==> config.mk <==
export PLATFORM = sky130hd
export DESIGN_NAME = timer_ctrl
export DESIGN_NICKNAME = d
export VERILOG_FILES = /design/src/rtl/timer_pkg.sv /design/src/rtl/tick_prescaler.sv /design/src/rtl/timer_ctrl.sv
export SDC_FILE = /design/constraint.sdc
export NUM_CORES = 1
export LEC_CHECK = 0
export ABC_AREA = 1
export BUFFER_PORTS_ARGS = -buffer_cell sky130_fd_sc_hd__buf_2
export CORE_AREA = 2 2 39 41
export CTS_BUF_LIST = sky130_fd_sc_hd__clkbuf_8 sky130_fd_sc_hd__clkbuf_16
export CTS_CLUSTER_SIZE = 24
export DETAILED_ROUTE_END_ITERATION = 8
export DIE_AREA = 0 0 41 43
export HOLD_SLACK_MARGIN = 0.15
export PLACE_DENSITY_LB_ADDON = 0.15
export RECOVER_POWER = 100
export SYNTH_ARGS = -nofsm -noshare
export SYNTH_HDL_FRONTEND = slang
export SYNTH_HIERARCHICAL = 1
export SYNTH_SLANG_ARGS = --single-unit
==> constraint.sdc <==
create_clock -name clk_i -period 2.3 [get_ports clk_i]
set_input_delay 0.23 -clock clk_i [delete_from_list [all_inputs] [get_ports clk_i]]
set_output_delay 0.23 -clock clk_i [all_outputs]
set_load 0.005 [all_outputs]
==> src/rtl/timer_pkg.sv <==
// Shared types and helpers for the timer controller.
package timer_pkg;

  // FSM encoding; 2'd3 is never produced.
  typedef enum logic [1:0] {
    IDLE   = 2'd0,
    RUN    = 2'd1,
    PAUSED = 2'd2
  } timer_state_e;

  // True for the states in which the timer holds a live period.
  function automatic logic is_active(input timer_state_e st);
    return (st == RUN) || (st == PAUSED);
  endfunction

endpackage

==> src/rtl/tick_prescaler.sv <==
// Divides the clock into count ticks: one tick every Prescale enabled cycles.
module tick_prescaler #(
  parameter int Prescale = 4
) (
  input  logic clk_i,
  input  logic rst_ni,
  input  logic enable,
  input  logic clear,
  output logic tick_o
);

  // At least one bit so Prescale=1 still has a (constant-zero) counter.
  localparam int PW = (Prescale > 1) ? $clog2(Prescale) : 1;
  localparam logic [PW-1:0] PLast = PW'(Prescale - 1);

  logic [PW-1:0] cnt_q;

  // Tick on the enabled cycle in which the divider sits at its last value.
  assign tick_o = enable && (cnt_q == PLast);

  // Divider counter: clear has priority, otherwise advance and wrap when enabled.
  always_ff @(posedge clk_i or negedge rst_ni) begin
    if (!rst_ni) begin
      cnt_q <= '0;
    end else if (clear) begin
      cnt_q <= '0;
    end else if (enable) begin
      if (cnt_q == PLast) cnt_q <= '0;
      else                cnt_q <= cnt_q + 1'b1;
    end
  end

endmodule

==> src/rtl/timer_ctrl.sv <==
// Start/stop/pause timer with one-shot or periodic expiry and an event
// handshake towards a downstream consumer.
//
// Event handshake: evt_valid_o rises the cycle after an expiry and stays high
// until a cycle in which evt_ready_i is also high; that cycle transfers the
// event. evt_valid_o never drops without such a transfer (except on reset).
// An expiry in a transfer cycle starts a new event; an expiry while an event
// is stalled is lost and latches missed_o.
module timer_ctrl
  import timer_pkg::*;
#(
  parameter int Limit    = 16,
  parameter int Prescale = 4
) (
  input  logic                     clk_i,
  input  logic                     rst_ni,
  input  logic                     start_i,
  input  logic                     stop_i,
  input  logic                     pause_i,
  input  logic                     periodic_i,
  input  logic                     evt_ready_i,
  input  logic                     missed_clr_i,
  output logic [1:0]               state_o,
  output logic [$clog2(Limit)-1:0] count_o,
  output logic                     evt_valid_o,
  output logic                     missed_o
);

  localparam int CW = $clog2(Limit);
  // Compared one bit wider so a power-of-two Limit still has a distinct last value.
  localparam logic [CW:0] CLast = (CW+1)'(Limit - 1);

  timer_state_e  state_q;
  logic [CW-1:0] count_q;
  logic          evt_valid_q;
  logic          missed_q;

  logic counting;
  logic presc_en;
  logic presc_clr;
  logic tick;
  logic expire;

  // A period advances in RUN, and also in PAUSED once pause drops, so the
  // released cycle already counts and a pause of N cycles delays by exactly N.
  assign counting  = is_active(state_q) && !pause_i;
  assign presc_clr = stop_i || start_i;
  assign presc_en  = counting && !presc_clr;
  // Commands never coincide with an expiry because presc_en excludes them.
  assign expire    = tick && ({1'b0, count_q} == CLast);

  tick_prescaler #(
    .Prescale (Prescale)
  ) u_prescaler (
    .clk_i  (clk_i),
    .rst_ni (rst_ni),
    .enable (presc_en),
    .clear  (presc_clr),
    .tick_o (tick)
  );

  // FSM and tick count, commands in priority stop > start > pause > tick.
  always_ff @(posedge clk_i or negedge rst_ni) begin
    if (!rst_ni) begin
      state_q <= IDLE;
      count_q <= '0;
    end else if (stop_i) begin
      state_q <= IDLE;
      count_q <= '0;
    end else if (start_i) begin
      state_q <= RUN;
      count_q <= '0;
    end else if (state_q == RUN && pause_i) begin
      state_q <= PAUSED;
    end else if (counting) begin
      state_q <= RUN;
      if (expire) begin
        count_q <= '0;
        if (!periodic_i) state_q <= IDLE;
      end else if (tick) begin
        count_q <= count_q + 1'b1;
      end
    end else if (!is_active(state_q)) begin
      state_q <= IDLE;
    end
  end

  // Pending event flag: new expiry sets, a transfer clears.
  always_ff @(posedge clk_i or negedge rst_ni) begin
    if (!rst_ni) begin
      evt_valid_q <= 1'b0;
    end else if (expire) begin
      evt_valid_q <= 1'b1;
    end else if (evt_valid_q && evt_ready_i) begin
      evt_valid_q <= 1'b0;
    end
  end

  // Sticky lost-event flag; a new loss wins over a clear in the same cycle.
  always_ff @(posedge clk_i or negedge rst_ni) begin
    if (!rst_ni) begin
      missed_q <= 1'b0;
    end else if (expire && evt_valid_q && !evt_ready_i) begin
      missed_q <= 1'b1;
    end else if (missed_clr_i) begin
      missed_q <= 1'b0;
    end
  end

  assign state_o     = state_q;
  assign count_o     = count_q;
  assign evt_valid_o = evt_valid_q;
  assign missed_o    = missed_q;

endmodule
# Yosys cells after proc, flatten, opt, wreduce, memory -nomap -nowiden
# Cells that the tools add are included.
[classes]
mux = 20
n_addsub = 2
reduce_logical = 19
eq_ne = 6
[op_table]
columns = ["op", "count"]
rows = [
  ["4-bit two-way mux", 6],
  ["2-bit two-way mux", 8],
  ["1-bit logical AND", 8],
  ["1-bit two-way mux", 6],
  ["2-bit nonzero test", 3],
  ["5-bit != test, second input constant", 1],
  ["4-bit by 1-bit adder with 4-bit output, second input constant", 1],
  ["2-bit == test, second input constant", 2],
  ["4-bit == test, second input constant", 1],
  ["4-bit nonzero test", 1],
  ["1-bit zero test", 3],
  ["3-bit != test, second input constant", 1],
  ["3-bit AND reduction", 1],
  ["3-bit nonzero test", 1],
  ["2-bit by 1-bit adder with 2-bit output, second input constant", 1],
  ["2-bit by 1-bit == test with 1-bit output, second input constant", 1],
  ["1-bit logical OR", 2],
]
[totals]
word_cells = 52
inputBits = 8
output_inout_bits = 8
ff_bits = 10

# Depth between registers and ports, before layout
# Gate-level depths: netlist of run 1.
[logic_depth]
word_depth = 11
depth_mapped = 12

# By module
# Netlist of run 1, hierarchy kept.
[by_module_without_submodules]
columns = ["mod", "cells_each", "area_each_um2", "seq_area_each_um2", "instances"]
rows = [
  ["timer_ctrl", 57, 461.7, 200.2, 1],
  ["tick_prescaler", 14, 107.6, 50.0, 1],
]

# Worst setup path after synthesis of run 1
# OpenSTA, ideal clock, no wires.
[synth_timing]
path_type = "register -> register"
from = "register state_q[0] (netlist: state_o[0])"
to = "register state_q[0] (netlist: state_o[0])"
arrival_ns = 1.629
setup_slack_ns = 0.554
synth_period_minus_slack_ns = 1.746
stages_incl_launch_ff = 12
required_time_ns = 2.183
path_buffers = 0
cell_sequence = "dfrtp_1 ha_1 nor3_1 nand2_1 inv_1 nand2_2 nor2_4 nand2_1 nand2_1 nand2_1 nand2_1 nand2_1"
[synth_between]
elab_chain_cells = 11
word_cells_on_any_way = 14
[synth_rtl]
columns = ["item", "line", "rtl"]
rows = [
  ["start: declaration", "timer_ctrl.sv:33", "timer_state_e state_q;"],
  ["start signal: assignment", "timer_ctrl.sv:65", "state_q <= IDLE;"],
  ["start signal: assignment", "timer_ctrl.sv:68", "state_q <= IDLE;"],
  ["start signal: assignment", "timer_ctrl.sv:71", "state_q <= RUN;"],
  ["2-bit by 1-bit == test with 1-bit output or 2-bit == test (tied branches)", "timer_pkg.sv:13", "return (st == RUN) || (st == PAUSED);"],
  ["1-bit logical OR *", "timer_pkg.sv:13", ""],
  ["1-bit logical AND *", "timer_ctrl.sv:46", "assign counting = is_active(state_q) && !pause_i;"],
  ["1-bit logical AND *", "timer_ctrl.sv:48", "assign presc_en = counting && !presc_clr;"],
  ["net presc_en", "timer_ctrl.sv:39", "logic presc_en;"],
  ["1-bit logical AND *", "tick_prescaler.sv:19", "assign tick_o = enable && (cnt_q == PLast);"],
  ["net tick", "timer_ctrl.sv:41", "logic tick;"],
  ["1-bit logical AND *", "timer_ctrl.sv:50", "assign expire = tick && ({1'b0, count_q} == CLast);"],
  ["1-bit two-way mux *", "timer_ctrl.sv:77", "if (expire) begin"],
  ["2-bit two-way mux *", "timer_ctrl.sv:75", "end else if (counting) begin"],
  ["2-bit two-way mux *", "timer_ctrl.sv:73", "end else if (state_q == RUN && pause_i) begin"],
  ["2-bit two-way mux *", "timer_ctrl.sv:70", "end else if (start_i) begin"],
  ["2-bit two-way mux *", "timer_ctrl.sv:67", "end else if (stop_i) begin"],
]
# The timed path passes the listed nets; every way through them passes the cells marked *.
# A chain may end at the register's enable or synchronous reset.

# Worst setup path in the final report of run 1
# Same ends and word-level chain as after synthesis.

==> results of run 1 <==
cell type report:
type	count	area, sq um	area share, %
Multi-Input combinational cell	48	257.7	36.14
Sequential cell	10	250.2	35.09
Timing Repair Buffer	16	78.83	11.05
Clock buffer	4	55.05	7.719
Inverter	13	51.30	7.193
Tap cell	16	20.02	2.807
cells by family (layout without fill, tap and decap cells):
logic type	after synthesis	after routing
AOI/OAI and AO/OA	8	8
xor gates and xnor gates	1	1
buffers and inverters	13	33
adders and majority gates	3	3
DFF	10	10
and+or+nand+nor	36	36
path summary, 6_finish.rpt:
| kind | endpoint | slack [ns] | cells past startpoint |
|---|---|---|---|
| worst max-delay path | state_o[0] | 0.40 | 11 |
| worst min register to register | evt_valid_o | 0.51 | 2 |
| max in group asynchronous | state_o[1] | 1.44 | 2 |
| worst min-delay path | missed_o | 0.19 | 2 |
| min in group asynchronous | count_o[2] | 0.50 | 2 |
| worst max register to register | state_o[0] | 0.40 | 11 |
layer usage:
metal  up-vias  track usage (%)  routed length, um
li1        266                -                  -
met1       214            18.42                513
met2         9            23.75                462
met3         4            3.141                 42
met4         0            8.000                 20
met5         -                0                  0
Yosys cell counts:
cell type / n
inv_1: 12
nand2_1: 12
dfrtp_1: 10
nand3_1: 9
nor2_1: 6
o21ai_0: 5
ha_1: 3
nand2_2: 3
a21oi_1: 2
nor2_4: 2
inv_4: 1
nand4_1: 1
nor2_2: 1
nor3_1: 1
nor3_2: 1
o21ai_1: 1
xnor2_1: 1
registers in the layout (all words and copies together) (netlist names):
register,cells
state_o,2
missed_o,1
count_o,4
evt_valid_o,1
u_prescaler/cnt_q,2
per-stage QoR:
stage	setup WS, ns	power (mW)	cell area (sq um)	cells
2_1_floorplan	0.5537	0.2053	569.3	71
3_3_place_gp	0.3957	0.2228	664.4	102
3_5_place_dp	0.3702	0.2238	664.4	102
4_1_cts	0.3686	0.4424	729.5	107
5_1_grt	0.09153	0.4563	713.2	107
6_report	0.3979	0.4372	713.2	107
worst reg2reg max path, cell delays in order, from the launching register on:
cell     delay, ns
dfrtp_1       0.40
ha_1          0.34
nor3_1        0.36
nand2_1       0.09
inv_1         0.10
nand2_1       0.11
nor2_4        0.14
nand2_1       0.06
nand2_1       0.05
nand2_1       0.04
nand2_1       0.05
nand2_1       0.04
power groups by stage:
stage	registers (mW)	logic [mW]	clock network, mW
5_1_grt	0.183	0.0451	0.228
3_5_place_dp	0.186	0.0383	0
6_report	0.183	0.0381	0.216
3_3_place_gp	0.185	0.0376	0
2_1_floorplan	0.185	0.0199	0
4_1_cts	0.183	0.0397	0.220
==> flow_summary.ini, run 1 <==
[drt]
drtIter0Drc = 8
wl_per_cell_um = 9.710
drt_wl_total_um = 1039
ant_nets = 0
route.detailed.drc = 0
viasPerCell = 4.607
vias = 493
drtPass1Iterations = 2

[synth]
synth_top_cell_by_area = dfrtp_1
syn-num-nets = 82
ys_seq_elements = 10
synth_cell_types = 17
netlist_instances = 71
yosysSeqAreaShare_pct = 43.96
yosys.area_share.adder_pct = 6.593
yosysWarningCount = 6
synth_top_family_by_area = simple AND/OR/NAND/NOR gates
synth_area_per_cell_sq_um = 8.018
synth_compound_gate_area_share_pct = 7.033
syn_area_sq_um = 569.3
yosys.area_share.simple_pct = 31.87
synth.area.mux_share_pct = 0
synthXorXnorAreaFrac_pct = 1.538
synth_top_area_share_pct = 43.96
ys_top_cells_by_area = dfrtp_1 44%, nand3_1 7.9%, inv_1 7.9%

[setup_path]
startpoint_type = flop
arrival_ns = 2.02
crit_start = state_o[0]
endpoint_kind = flop
cp_data_required_time_ns = 2.42
crit_buf_inv = 1
crit_chain = ha_1 > nor3_1 > nand2_1 > inv_1 > nand2_1 > nor2_4 > nand2_1 > nand2_1 > nand2_1 > nand2_1 > nand2_1
timing.rr.start = state_o[0]
crit_family = simple AND/OR/NAND/NOR gates
slowest_delay_ns = 0.40
path_max_fanout = 4
cp_common_cell = nand2_1
cp_slowest_cell = dfrtp_1
crit_type = reg -> reg

[power_and_ir_drop]
p_leak_nw = 0.3754
intPower_uw = 345.1
power.density_nw_per_um2 = 613.1
sw_frac_of_total_pct = 21.07
power_switching_uw = 92.12
p_comb_share_pct = 8.7
pwr-share-clk_pct = 49.5
ir_worst_vdd_mv = 0.3481
seqPwrFrac_pct = 41.8

[cts]
cts-resized-gates = 0
clk-insertion-delay-late_ns = 0.23
cts.sinks = 10
cts_tree = done
post_cts_buffers = 0
path_clk_slew_ns = 0.05
cts_buffer_depth = 2
h-tree-depth = 1
cts-root-buf = clkbuf_8
cts_hold_buf = 1
cts_buffers = 3

[sta]
tightestPinTransition_ns = 0.5585
final.setup.tns_ns = 0
finalSetupViolations = 0
rsz0062_at_grt = no
fin_crit_ns = 1.902
fin_skew_ns = 0.001558
hold_ws_ns = 0.1879
max_slew_margin_pct = 62.77
slew_violations = 0
timing.final.crit_share_pct = 82.70
hold_viol = 0
fmax_ghz = 0.5257

[min_path]
hold_start = missed_clr_i
hp-class = in -> reg

[floorplan]
row_count = 14
die_h_um = 43
start_util_pct = 41.14
die_area_sq_um = 1763
core_sq_um = 1384
io_pins = 16
die_x_um = 41

[layout]
drive_gt1_share_pct = 20.88
final_cell_mix = 14 x nand2_1, 12 x inv_1, 10 x dfrtp_1, 10 x buf_2, 9 x nand3_1
final_common_cell = nand2_1
num-fill-cells = 147
fin_util_pct = 51.54
diodes = 0
nNetsFinal = 103
area_growth_pct = 25.27

[flow_run]
cap_viol_max_count = 0

[placed_design]
io_buffers = 15
dpl.hpwl_um = 835.4
globalplace.congestion = 0.7360

[global_route]
grt_usage_pct = 15.17
grt_pass1_wl_um = 1794
grt_pass1_vias = 463
overflow = 0
grt_max_degree = 11
antenna_found_initial = 0

[outcome]
status = complete, no violations
No activity file was read; power rests on OpenSTA's default activity.
==> run 2, diff against run 1 <==
- clock period: 2.3 -> 1.93 ns (I/O delays scaled with it)
==> run 2 against run 1 <==
Against the previous run:
- global-route usage is 0.58 points lower
- register-to-register slack worse by 0.16 ns
- cell area is 0.18% higher
- maximum frequency is 13% higher
- worst setup slack worse by 0.16 ns
- routed wire length is 0.67% higher
- largest power group is now sequential cells
- non-clock buffer count is 2 higher
==> flow_summary.ini, run 2 (same netlist as run 1, synthesis figures left out) <==
[layout]
final_cell_mix = 13 x nand2_1, 12 x inv_1, 11 x buf_2
diodes = 0
nNetsFinal = 105
instances_no_fill = 108
num-fill-cells = 140
largest_reg_flops = 4
final_common_cell = nand2_1
area_growth_pct = 25.49
drive_gt1_share_pct = 22.83

[drt]
wl_per_cell_um = 9.685
drt_wl_total_um = 1046
drtIter0Drc = 4
vias = 500
viasPerCell = 4.630
route.detailed.drc = 0
drtPass1Iterations = 4
ant_nets = 0

[floorplan]
io_pins = 16
core_sq_um = 1384
die_h_um = 43
start_util_pct = 41.14
die_area_sq_um = 1763
die_x_um = 41
row_count = 14

[global_route]
grt_pass1_vias = 456
grt_pass1_wl_um = 1725
use_met1_pct = 18.54
busiest_layer = met2
met2_usage_pct = 21.88
grt_usage_pct = 14.59
grt_max_degree = 11
use_met3_pct = 3.141
antenna_found_initial = 0
overflow = 0

[cts]
clk-insertion-delay-late_ns = 0.23
cts_buffer_depth = 2
cts.sinks = 10
cts-root-buf = clkbuf_8
post_cts_buffers = 0
h-tree-depth = 1
cts_buffers = 3
cts_tree = done
path_clk_slew_ns = 0.05

[sta]
fmax_ghz = 0.5925
timing.final.crit_share_pct = 87.44
max_slew_margin_pct = 62.81
final.setup.tns_ns = 0
rsz0062_at_grt = no
tightestPinTransition_ns = 0.5578
fin_skew_ns = 0.0005390
hold_viol = 0
finalSetupViolations = 0
fin_crit_ns = 1.688
slew_violations = 0

[flow_run]
cap_viol_max_count = 0

[setup_path]
endpoint_kind = flop
cp_common_cell = nand2_1
slowest_delay_ns = 0.38
cp_data_required_time_ns = 2.05
path_max_fanout = 4
crit_buf_inv = 1
arrival_ns = 1.80
startpoint_type = flop
cp_slowest_cell = dfrtp_1
crit_family = simple AND/OR/NAND/NOR gates
crit_type = reg -> reg
crit_chain = ha_1 > nor3_1 > nand2_1 > inv_1 > nand2_1 > nor2_4 > nand2_1 > nand2_1 > nand2_1 > nand2_1 > nand2_1

[outcome]
status = complete, no violations

[power_and_ir_drop]
seqPwrFrac_pct = 45.8
power_switching_uw = 105.8
power.density_nw_per_um2 = 664.1
p_leak_nw = 0.3802
pwr-share-clk_pct = 44.4
p_comb_share_pct = 9.8
ir_worst_vdd_mv = 0.3390
sw_frac_of_total_pct = 22.31
intPower_uw = 368.6

[min_path]
hp-class = in -> reg

[placed_design]
io_buffers = 15
place_inst = 104
dpl.hpwl_um = 831.4
globalplace.congestion = 0.7854
[run 2: changes by cell type in the layout (fill, tap and decap cells not counted)]
cell / before / now
buf_2: 10 / 11
buf_4: 0 / 1
clkbuf_8: 4 / 3
nand2_1: 14 / 13
nand2_2: 1 / 2
[run 2: worst reg2reg max path, cell delays in order, from the launching register on]
cell and delay (ns):
dfrtp_1 0.38, ha_1 0.34, nor3_1 0.23, nand2_1 0.07, inv_1 0.07, nand2_1 0.09, nor2_4 0.13, nand2_1 0.06
nand2_1 0.05, nand2_1 0.04, nand2_1 0.05, nand2_1 0.05
[run 2: path summary, 6_finish.rpt]
kind / startpoint / endpoint / slack [ns] / depth (start not counted)
max: state_o[0] / state_o[0] / 0.24 / 11
min: missed_clr_i / missed_o / 0.16 / 2
max reg2reg: state_o[0] / state_o[0] / 0.24 / 11
min reg2reg: u_prescaler/cnt_q[1] / u_prescaler/cnt_q[1] / 0.51 / 2
max in group asynchronous: rst_ni / state_o[0] / 1.10 / 2
min in group asynchronous: rst_ni / count_o[2] / 0.46 / 2
[run 2: what timing repair did]
action / CTS / global route
gates resized for setup: 0 / 0
endpoints found under the setup margin: 0 / 0
hold buffers: 1 / 0
hold endpoints to repair: 10 / 0
[run 2: power by group through the flow]
stage / Combinational (mW) / Sequential [mW] / Clock [mW]
finish: 0.0466 / 0.217 / 0.210
CTS: 0.0485 / 0.217 / 0.214
floorplan: 0.0237 / 0.221 / 0
global route: 0.0541 / 0.218 / 0.226
detailed placement: 0.0468 / 0.221 / 0
global placement: 0.0463 / 0.220 / 0
[run 2: layout make-up]
cell class	instances	area, sq um	share of cell area [%]
clock buffer	3	41.29	5.779
inverter	13	51.30	7.180
multi-input combinational	48	260.3	36.43
sequential	10	250.2	35.03
tap	16	20.02	2.802
timing repair buffer	18	91.34	12.78
[run 2: metal layers]
layer,share of wire (%),vias up,routed length (um)
met5,0,-,0
met4,1.1,0,12
met2,45,7,472
met1,50,222,524
li1,-,269,-
met3,3.5,2,37
[run 2: through the flow]
step           power [mW]  setup slack, ns  instance area, sq um  hold WS [ns]  utilization, %
2_1_floorplan      0.2447           0.1837                 569.3       -0.1026               -
5_1_grt            0.4980          0.02873                 714.4        0.1695           51.63
3_3_place_gp       0.2667           0.2732                 679.4       0.06587           49.10
3_5_place_dp       0.2675           0.2323                 679.4       0.06579           49.10
6_report           0.4745           0.2423                 714.4        0.1627           51.63
4_1_cts            0.4800           0.2052                 730.7        0.1634           52.80
